**src/rtl/t03_pkg.sv**
```systemverilog
// Shared types for the sequential multiply/divide unit: operation codes,
// ALU function codes, FSM states and the ALU flag bundle.
package t03_pkg;

  localparam int              CNT_W    = 6;
  localparam logic [CNT_W-1:0] CNT_LAST = 6'd31;

  typedef enum logic [1:0] {
    MUL   = 2'd0,
    MULHU = 2'd1,
    DIVU  = 2'd2,
    REMU  = 2'd3
  } muldiv_op_t;

  typedef enum logic [2:0] {
    FOP_ADD = 3'd0,
    FOP_SUB = 3'd1,
    FOP_AND = 3'd2,
    FOP_OR  = 3'd3,
    FOP_XOR = 3'd4
  } fop_t;

  typedef enum logic [1:0] {
    ST_IDLE = 2'd0,
    ST_CALC = 2'd1,
    ST_DONE = 2'd2
  } state_t;

  typedef struct packed {
    logic zero;
    logic neg;
    logic lt;
  } alu_flags_t;

  function automatic logic is_div(input muldiv_op_t o);
    return (o == DIVU) || (o == REMU);
  endfunction

endpackage

```
**src/rtl/t03_ALU.sv**
```systemverilog
// Small shared ALU: add/sub core with optional logic-op mux, optional
// 12-bit immediate sign extension on b, and signed/unsigned less-than flag.
module t03_ALU
  import t03_pkg::*;
#(
  parameter int XLEN       = 32,
  parameter bit u          = 1'b1,
  parameter bit alu_mux_en = 1'b0,
  parameter bit imm_gen    = 1'b0
) (
  input  logic [XLEN-1:0] a,
  input  logic [XLEN-1:0] b,
  input  fop_t            fop,
  output logic [XLEN-1:0] y,
  output alu_flags_t      flags
);

  logic [XLEN-1:0] b_eff;
  logic [XLEN-1:0] sum;
  logic [XLEN-1:0] diff;

  generate
    if (imm_gen) begin : g_imm
      assign b_eff = {{(XLEN-12){b[11]}}, b[11:0]};
    end else begin : g_reg
      assign b_eff = b;
    end
  endgenerate

  assign sum  = a + b_eff;
  assign diff = a - b_eff;

  generate
    if (alu_mux_en) begin : g_mux
      always_comb begin
        y = sum;
        case (fop)
          FOP_SUB: y = diff;
          FOP_AND: y = a & b_eff;
          FOP_OR:  y = a | b_eff;
          FOP_XOR: y = a ^ b_eff;
          default: y = sum;
        endcase
      end
    end else begin : g_addsub
      assign y = (fop == FOP_SUB) ? diff : sum;
    end
  endgenerate

  generate
    if (u) begin : g_ult
      assign flags.lt = (a < b_eff);
    end else begin : g_slt
      assign flags.lt = ($signed(a) < $signed(b_eff));
    end
  endgenerate

  assign flags.zero = (y == '0);
  assign flags.neg  = y[XLEN-1];

endmodule

```
**src/rtl/t03_muldiv_seq.sv**
```systemverilog
// Iterative unsigned multiplier (shift-add) and restoring divider sharing one
// ALU; 32 CALC cycles per operation, divide-by-zero short-cuts straight to DONE.
module t03_muldiv_seq
  import t03_pkg::*;
#(
  parameter int XLEN = 32
) (
  input  logic            clk,
  input  logic            nrst,
  input  logic            start,
  input  logic            flush,
  input  muldiv_op_t      op,
  input  logic [XLEN-1:0] opa,
  input  logic [XLEN-1:0] opb,
  output logic            busy,
  output logic            done,
  output logic            dbz,
  output logic [XLEN-1:0] result
);

  state_t           state_q, state_d;
  muldiv_op_t       op_q, op_d;
  logic [CNT_W-1:0] cnt_q, cnt_d;
  logic [XLEN-1:0]  hi_q, hi_d;
  logic [XLEN-1:0]  lo_q, lo_d;
  logic [XLEN-1:0]  b_q, b_d;
  logic [XLEN-1:0]  result_q, result_d;
  logic             dbz_q, dbz_d;

  logic             is_mul;
  logic             div_zero;
  logic             last_step;
  logic             shift_out;
  logic [XLEN-1:0]  r_shift;
  logic [XLEN-1:0]  q_shift;
  logic [XLEN-1:0]  alu_a;
  logic [XLEN-1:0]  alu_y;
  fop_t             alu_fop;
  alu_flags_t       alu_flags_unused;
  logic             carry;
  logic             take_sub;
  logic [XLEN-1:0]  step_hi;
  logic [XLEN-1:0]  step_lo;

  assign is_mul    = !is_div(op_q);
  assign div_zero  = is_div(op) && (opb == '0);
  assign last_step = (cnt_q == CNT_LAST);

  // hi_q doubles as the partial remainder, lo_q as the quotient for divides
  assign shift_out = hi_q[XLEN-1];
  assign r_shift   = {hi_q[XLEN-2:0], lo_q[XLEN-1]};
  assign q_shift   = {lo_q[XLEN-2:0], 1'b0};
  assign alu_a     = is_mul ? hi_q : r_shift;
  assign alu_fop   = is_mul ? FOP_ADD : FOP_SUB;

  t03_ALU #(
    .XLEN      (XLEN),
    .u         (1'b1),
    .alu_mux_en(1'b0),
    .imm_gen   (1'b0)
  ) u_alu (
    .a    (alu_a),
    .b    (b_q),
    .fop  (alu_fop),
    .y    (alu_y),
    .flags(alu_flags_unused)
  );

  always_comb begin
    step_hi  = hi_q;
    step_lo  = lo_q;
    carry    = (alu_y < hi_q);
    take_sub = shift_out || (r_shift >= b_q);
    if (is_mul) begin
      if (lo_q[0]) begin
        {step_hi, step_lo} = {carry, alu_y, lo_q[XLEN-1:1]};
      end else begin
        {step_hi, step_lo} = {1'b0, hi_q, lo_q[XLEN-1:1]};
      end
    end else begin
      step_hi = take_sub ? alu_y : r_shift;
      step_lo = {q_shift[XLEN-1:1], take_sub};
    end
  end

  always_ff @(posedge clk or negedge nrst) begin
    if (!nrst) begin
      state_q <= ST_IDLE;
    end else begin
      state_q <= state_d;
    end
  end

  always_comb begin
    state_d = state_q;
    if (flush) begin
      state_d = ST_IDLE;
    end else begin
      case (state_q)
        ST_IDLE: if (start) state_d = div_zero ? ST_DONE : ST_CALC;
        ST_CALC: if (last_step) state_d = ST_DONE;
        ST_DONE: state_d = ST_IDLE;
        default: state_d = ST_IDLE;
      endcase
    end
  end

  always_comb begin
    busy = (state_q != ST_IDLE);
    done = (state_q == ST_DONE);
  end

  // Result and dbz are loaded on the edge into DONE so they are valid with done
  always_comb begin
    op_d     = op_q;
    cnt_d    = cnt_q;
    hi_d     = hi_q;
    lo_d     = lo_q;
    b_d      = b_q;
    result_d = result_q;
    dbz_d    = dbz_q;
    if (!flush) begin
      case (state_q)
        ST_IDLE: begin
          if (start) begin
            op_d  = op;
            b_d   = opb;
            hi_d  = '0;
            lo_d  = opa;
            cnt_d = '0;
            if (div_zero) begin
              result_d = (op == DIVU) ? '1 : opa;
              dbz_d    = 1'b1;
            end
          end
        end
        ST_CALC: begin
          hi_d  = step_hi;
          lo_d  = step_lo;
          cnt_d = cnt_q + 6'd1;
          if (last_step) begin
            result_d = ((op_q == MUL) || (op_q == DIVU)) ? step_lo : step_hi;
            dbz_d    = 1'b0;
          end
        end
        default: ;
      endcase
    end
  end

  always_ff @(posedge clk or negedge nrst) begin
    if (!nrst) begin
      op_q     <= MUL;
      cnt_q    <= '0;
      hi_q     <= '0;
      lo_q     <= '0;
      b_q      <= '0;
      result_q <= '0;
      dbz_q    <= 1'b0;
    end else begin
      op_q     <= op_d;
      cnt_q    <= cnt_d;
      hi_q     <= hi_d;
      lo_q     <= lo_d;
      b_q      <= b_d;
      result_q <= result_d;
      dbz_q    <= dbz_d;
    end
  end

  assign result = result_q;
  assign dbz    = dbz_q;

endmodule
```
**config.mk**
```make
export PLATFORM = sky130hd
export DESIGN_NAME = t03_muldiv_seq
export DESIGN_NICKNAME = d
export VERILOG_FILES = /design/src/rtl/t03_pkg.sv /design/src/rtl/t03_ALU.sv /design/src/rtl/t03_muldiv_seq.sv
export SDC_FILE = /design/constraint.sdc
export NUM_CORES = 1
export LEC_CHECK = 0
export CAP_MARGIN = 20
export CORE_MARGIN = 10
export CORE_UTILIZATION = 42
export CTS_CLUSTER_DIAMETER = 150
export DETAILED_ROUTE_END_ITERATION = 8
export DONT_BUFFER_PORTS = 1
export SETUP_SLACK_MARGIN = 0.5
export SYNTH_ARGS = -nofsm -noshare
export SYNTH_HDL_FRONTEND = slang
export SYNTH_SLANG_ARGS = --single-unit
```
**constraint.sdc**
```tcl
create_clock -name clk -period 7.1 [get_ports clk]
set_clock_uncertainty 0.05 [all_clocks]
set_input_delay 1.065 -clock clk [delete_from_list [all_inputs] [get_ports clk]]
set_output_delay 1.065 -clock clk [all_outputs]
set_load 0.01 [all_outputs]
```
==> qor.csv <==
metric,value,unit
kind of cell adding the most delay to the critical path,simple AND/OR/NAND/NOR gates,
cell accounting for the most synthesized area,dfrtp_1,
fill cell instance count of the final layout,2968,
Tightest Hold Check Type,input pin to asynchronous set/reset pin,
fin nets,1642,
Post-CTS Hold Fix Bufs,0,
Critical Path End Type,flip-flop,
pwr/cell area,477,mW/mm2
layout cell share with drive strength beyond 1,5.78,%
total negative setup slack,0,ns
"CTS clk-pin slew, worst paths",0.07,ns
compound-cell area share of the yosys netlist,28.8,%
Std-Cell Core Area,0.0285,mm2
number of buffers on the longest clock path,2,
simple-gate area share of the yosys netlist,18.8,%
Overall Global Routing Usage,23.0,%
diodes inserted,0,
Worst Hold Margin,0.273,ns
required time reported for the critical path endpoint,7.37,ns
syn avg cell area,7.87,um2
# resized after CTS,0,
number of buffers added on ports,0,
primary flip-flop cell chosen by synthesis mapping,dfrtp_1,
count of H-tree levels built during CTS,4,
TritonCTS clock tree,built,
clock tree root driver cell,clkbuf_16,
placed wire-length estimate after detailed placement,31800,um
Final Routed Wirelength,41900,um
cell count after synthesis,1536,
Max Freq,0.166,GHz
number of placed I/O pins,105,
Die Span X,190,um
FF-to-FF End,result[31]$_DFFE_PN0P_,
"Async S/R FF share, synth",100,%
run status,"finished, final reports clean",
slew margin rel.,33.5,%
number of synthesized register bits,139,
Worst R2R Path Depth,22,
wire per inst,22.4,um
layout overhead on the synthesized area,6.75,%
largest fanout on the critical path,8,
source of the critical timing path,b_q[9]$_DFFE_PN0P_,
final number of max-transition violations,0,
Worst path depth,22,
leakage,5.51,nW
number of clock buffers inserted by TritonCTS,17,
initial core utilization,42.3,%
first-iteration detailed-routing DRC count,912,
latest clock arrival within the worst-skew pair,0.44,ns
Setup CP Type,flip-flop to flip-flop,
CP arrival,6.29,ns
critical path startpoint category,flip-flop,
post-route fraction of the period consumed by the critical path,84.8,%
clk sinks,139,
r2r setup slk,1.08,ns
Die Ht,190,um
first-pass GRT wire length,65600,um
global route total overflow,0,
antenna violations before repair,0,
gp weighted congestion,0.884,
maximum single-stage delay on the critical path,0.67,ns
ANT nets after route,0,
Via Count,11414,
first-pass iteration count of the detailed router,5,
number of synthesized flops with an enable pin,0,
number of warnings reported in the yosys synthesis log,0,
last element of the critical path,result[31]$_DFFE_PN0P_,
xor/xnor cell area share of the yosys netlist,3.91,%
mux cell area share after synthesis,3.34,%
Worst Max-Slew Pin Slew,0.994,ns
Worst VDD drop,268,uV
count of unique library cells instantiated by Yosys,89,
share of the synthesized area in the top cell type,28.8,%
die area,0.0360,mm2
number of rows in the core area,62,
unrepaired setup endpoints after global routing,no,
worst path cell trace,nor3_1 > and4_1 > and3_1 > and3_1 > a31oi_1 > xnor2_1 > ha_1 > a21oi_1 > o21bai_1 > a221o_2 > o21bai_1 > nor2_2 > xor2_1 > ha_1 > nand3_1 > nor3_1 > a2111oi_0 > o31ai_1 > a31oi_1 > a2111oi_4 > nand3_1 > a211o_1,
buffers inserted by post-CTS timing repair,0,
pin count of the biggest net entering global routing,140,
vias per std cell,6.10,
adder-cell share of the synthesized area,10.1,%
final hold viol count,0,
synthesized netlist net count,1703,
slowest library cell on the worst path,nor3_1,
post-synthesis sequential area ratio,28.8,%
fin crit period,6.02,ns
main combinational cell family by area after synthesis,compound AO/OA/AOI/OAI gates,
Post-route DRC,0,
"Buf+Inv Stages, Crit Path",0,
final setup vio count,0,
number of global-route vias before repair,11112,
count of maximum capacitance violations,0,
RR Startpoint,b_q[9]$_DFFE_PN0P_,
Mapped Area,0.0121,mm2
Synth area leaders,"dfrtp_1, ha_1, o21ai_0, nand2_1, a21oi_1",
-- cell usage in the layout, fill, tap and decap left out, types with 5 or more instances in the layout --
cell         n
a21o_1      21
nor2_1     128
o21a_1      11
nor3_1      45
nor4_1      16
a22o_1      17
nor2b_1      6
o32ai_1      6
mux2i_1     37
o2111ai_1    8
xnor2_1     45
inv_1       77
nand4_1     11
a21oi_1    104
and4_1       9
dfrtp_1    138
and2_1       8
a2111oi_0    6
nand2_1    203
or3_1       13
o211ai_1     9
a31oi_1     29
nand3_1     18
a211oi_1    33
o22ai_1      6
a32o_1       5
a211o_1     18
a41oi_1      6
and3_1       9
xor2_1       9
a31o_2       7
buf_4       15
o31ai_1     10
clkbuf_16   17
o21ai_0    184
ha_1        96
-- routing by layer --
layer  wire [um]  global-route usage, %  up-vias
li1            -                      -     5529
met2       21000                   39.6      290
met5           0                      0        -
met3        1910                   3.75       79
met4        1570                   9.98        0
met1       17400                   27.9     5516
-- worst register-to-register path, delay by kind of cell, from the launching register on --
kind / cells / cell delay (ns)
flip-flops: 1 / 0.41
adder cells (fa/ha/maj): 2 / 0.67
AND/OR/NAND/NOR: 8 / 2.33
XOR/XNOR: 2 / 0.36
AO/OA/AOI/OAI: 10 / 2.09
-- where the power goes --
group | switching [W] | internal, W | total [W] | leakage, nW
combinational | 0.00238 | 0.00145 | 0.00383 | 3.42
sequential | 0.000333 | 0.000998 | 0.00133 | 1.77
clock | 0.000405 | 0.000583 | 0.000988 | 0.314
total | 0.00312 | 0.00303 | 0.00615 | 5.51
-- final cells by class --
cell class	count	area [um2]	area share, %
Multi-Input combinational cell	1224	7900	61.2
Clock buffer	19	453	3.51
Clock inverter	13	181	1.41
Sequential cell	139	3480	27.0
Tap cell	384	480	3.72
Timing Repair Buffer	15	113	0.873
Inverter	78	293	2.27
-- flip-flops by register name (all words and copies together), names as in the netlist --
| register | flops |
|---|---|
| cnt_q | 6 |
| b_q | 32 |
| state_q | 2 |
| dbz | 1 |
| op_q | 2 |
| result | 32 |
| hi_q | 32 |
| lo_q | 32 |
-- worst min path at each step --
stage | cells after the start | end | from
floorplan | 1 | state_q[0]$_DFFE_PN0P_ | state_q[1]$_DFFE_PN0P_
global placement | 2 | lo_q[2]$_DFFE_PN0P_ | lo_q[2]$_DFFE_PN0P_
detailed placement | 2 | lo_q[3]$_DFFE_PN0P_ | lo_q[3]$_DFFE_PN0P_
CTS | 0 | lo_q[25]$_DFFE_PN0P_ | nrst
global route | 0 | result[9]$_DFFE_PN0P_ | nrst
finish | 0 | result[28]$_DFFE_PN0P_ | nrst
-- synthesized netlist by cell type, types with 7 or more instances --
master and n:
a211o_1 18, a211oi_1 33, a21o_1 21, a21oi_1 104, a22o_1 17, a31o_2 7, a31oi_1 29, and2_1 8
and3_1 9, and4_1 9, buf_1 7, clkbuf_1 72, dfrtp_1 139, ha_1 96, inv_1 77, mux2i_1 37
nand2_1 203, nand3_1 18, nand4_1 11, nor2_1 129, nor2b_1 7, nor3_1 45, nor4_1 16, o2111ai_1 8
o211ai_1 9, o21a_1 11, o21ai_0 185, o31ai_1 10, or3_1 13, xnor2_1 45, xor2_1 9
-- per-stage QoR --
stage               power (W)  utilization [%]  setup WS (ns)  instance area (um2)  std cells
floorplan             0.00409                -           1.88                12100       1536
global placement      0.00511             43.0           1.19                12300       1840
detailed placement    0.00512             43.0           1.18                12300       1840
CTS                   0.00614             45.2           1.13                12900       1872
global route          0.00669             45.2          0.580                12900       1872
finish                0.00615             45.2           1.08                12900       1872
-- kinds of logic (layout without fill, tap and decap cells) --
logic type      Yosys count  in the layout
xor+xnor                 54             54
mux                      40             40
fa+ha+maj                97             97
simple gates            496            496
flops                   139            139
buf+inv                 173            125
compound gates          537            537
(Power assumes the default switching activity.)
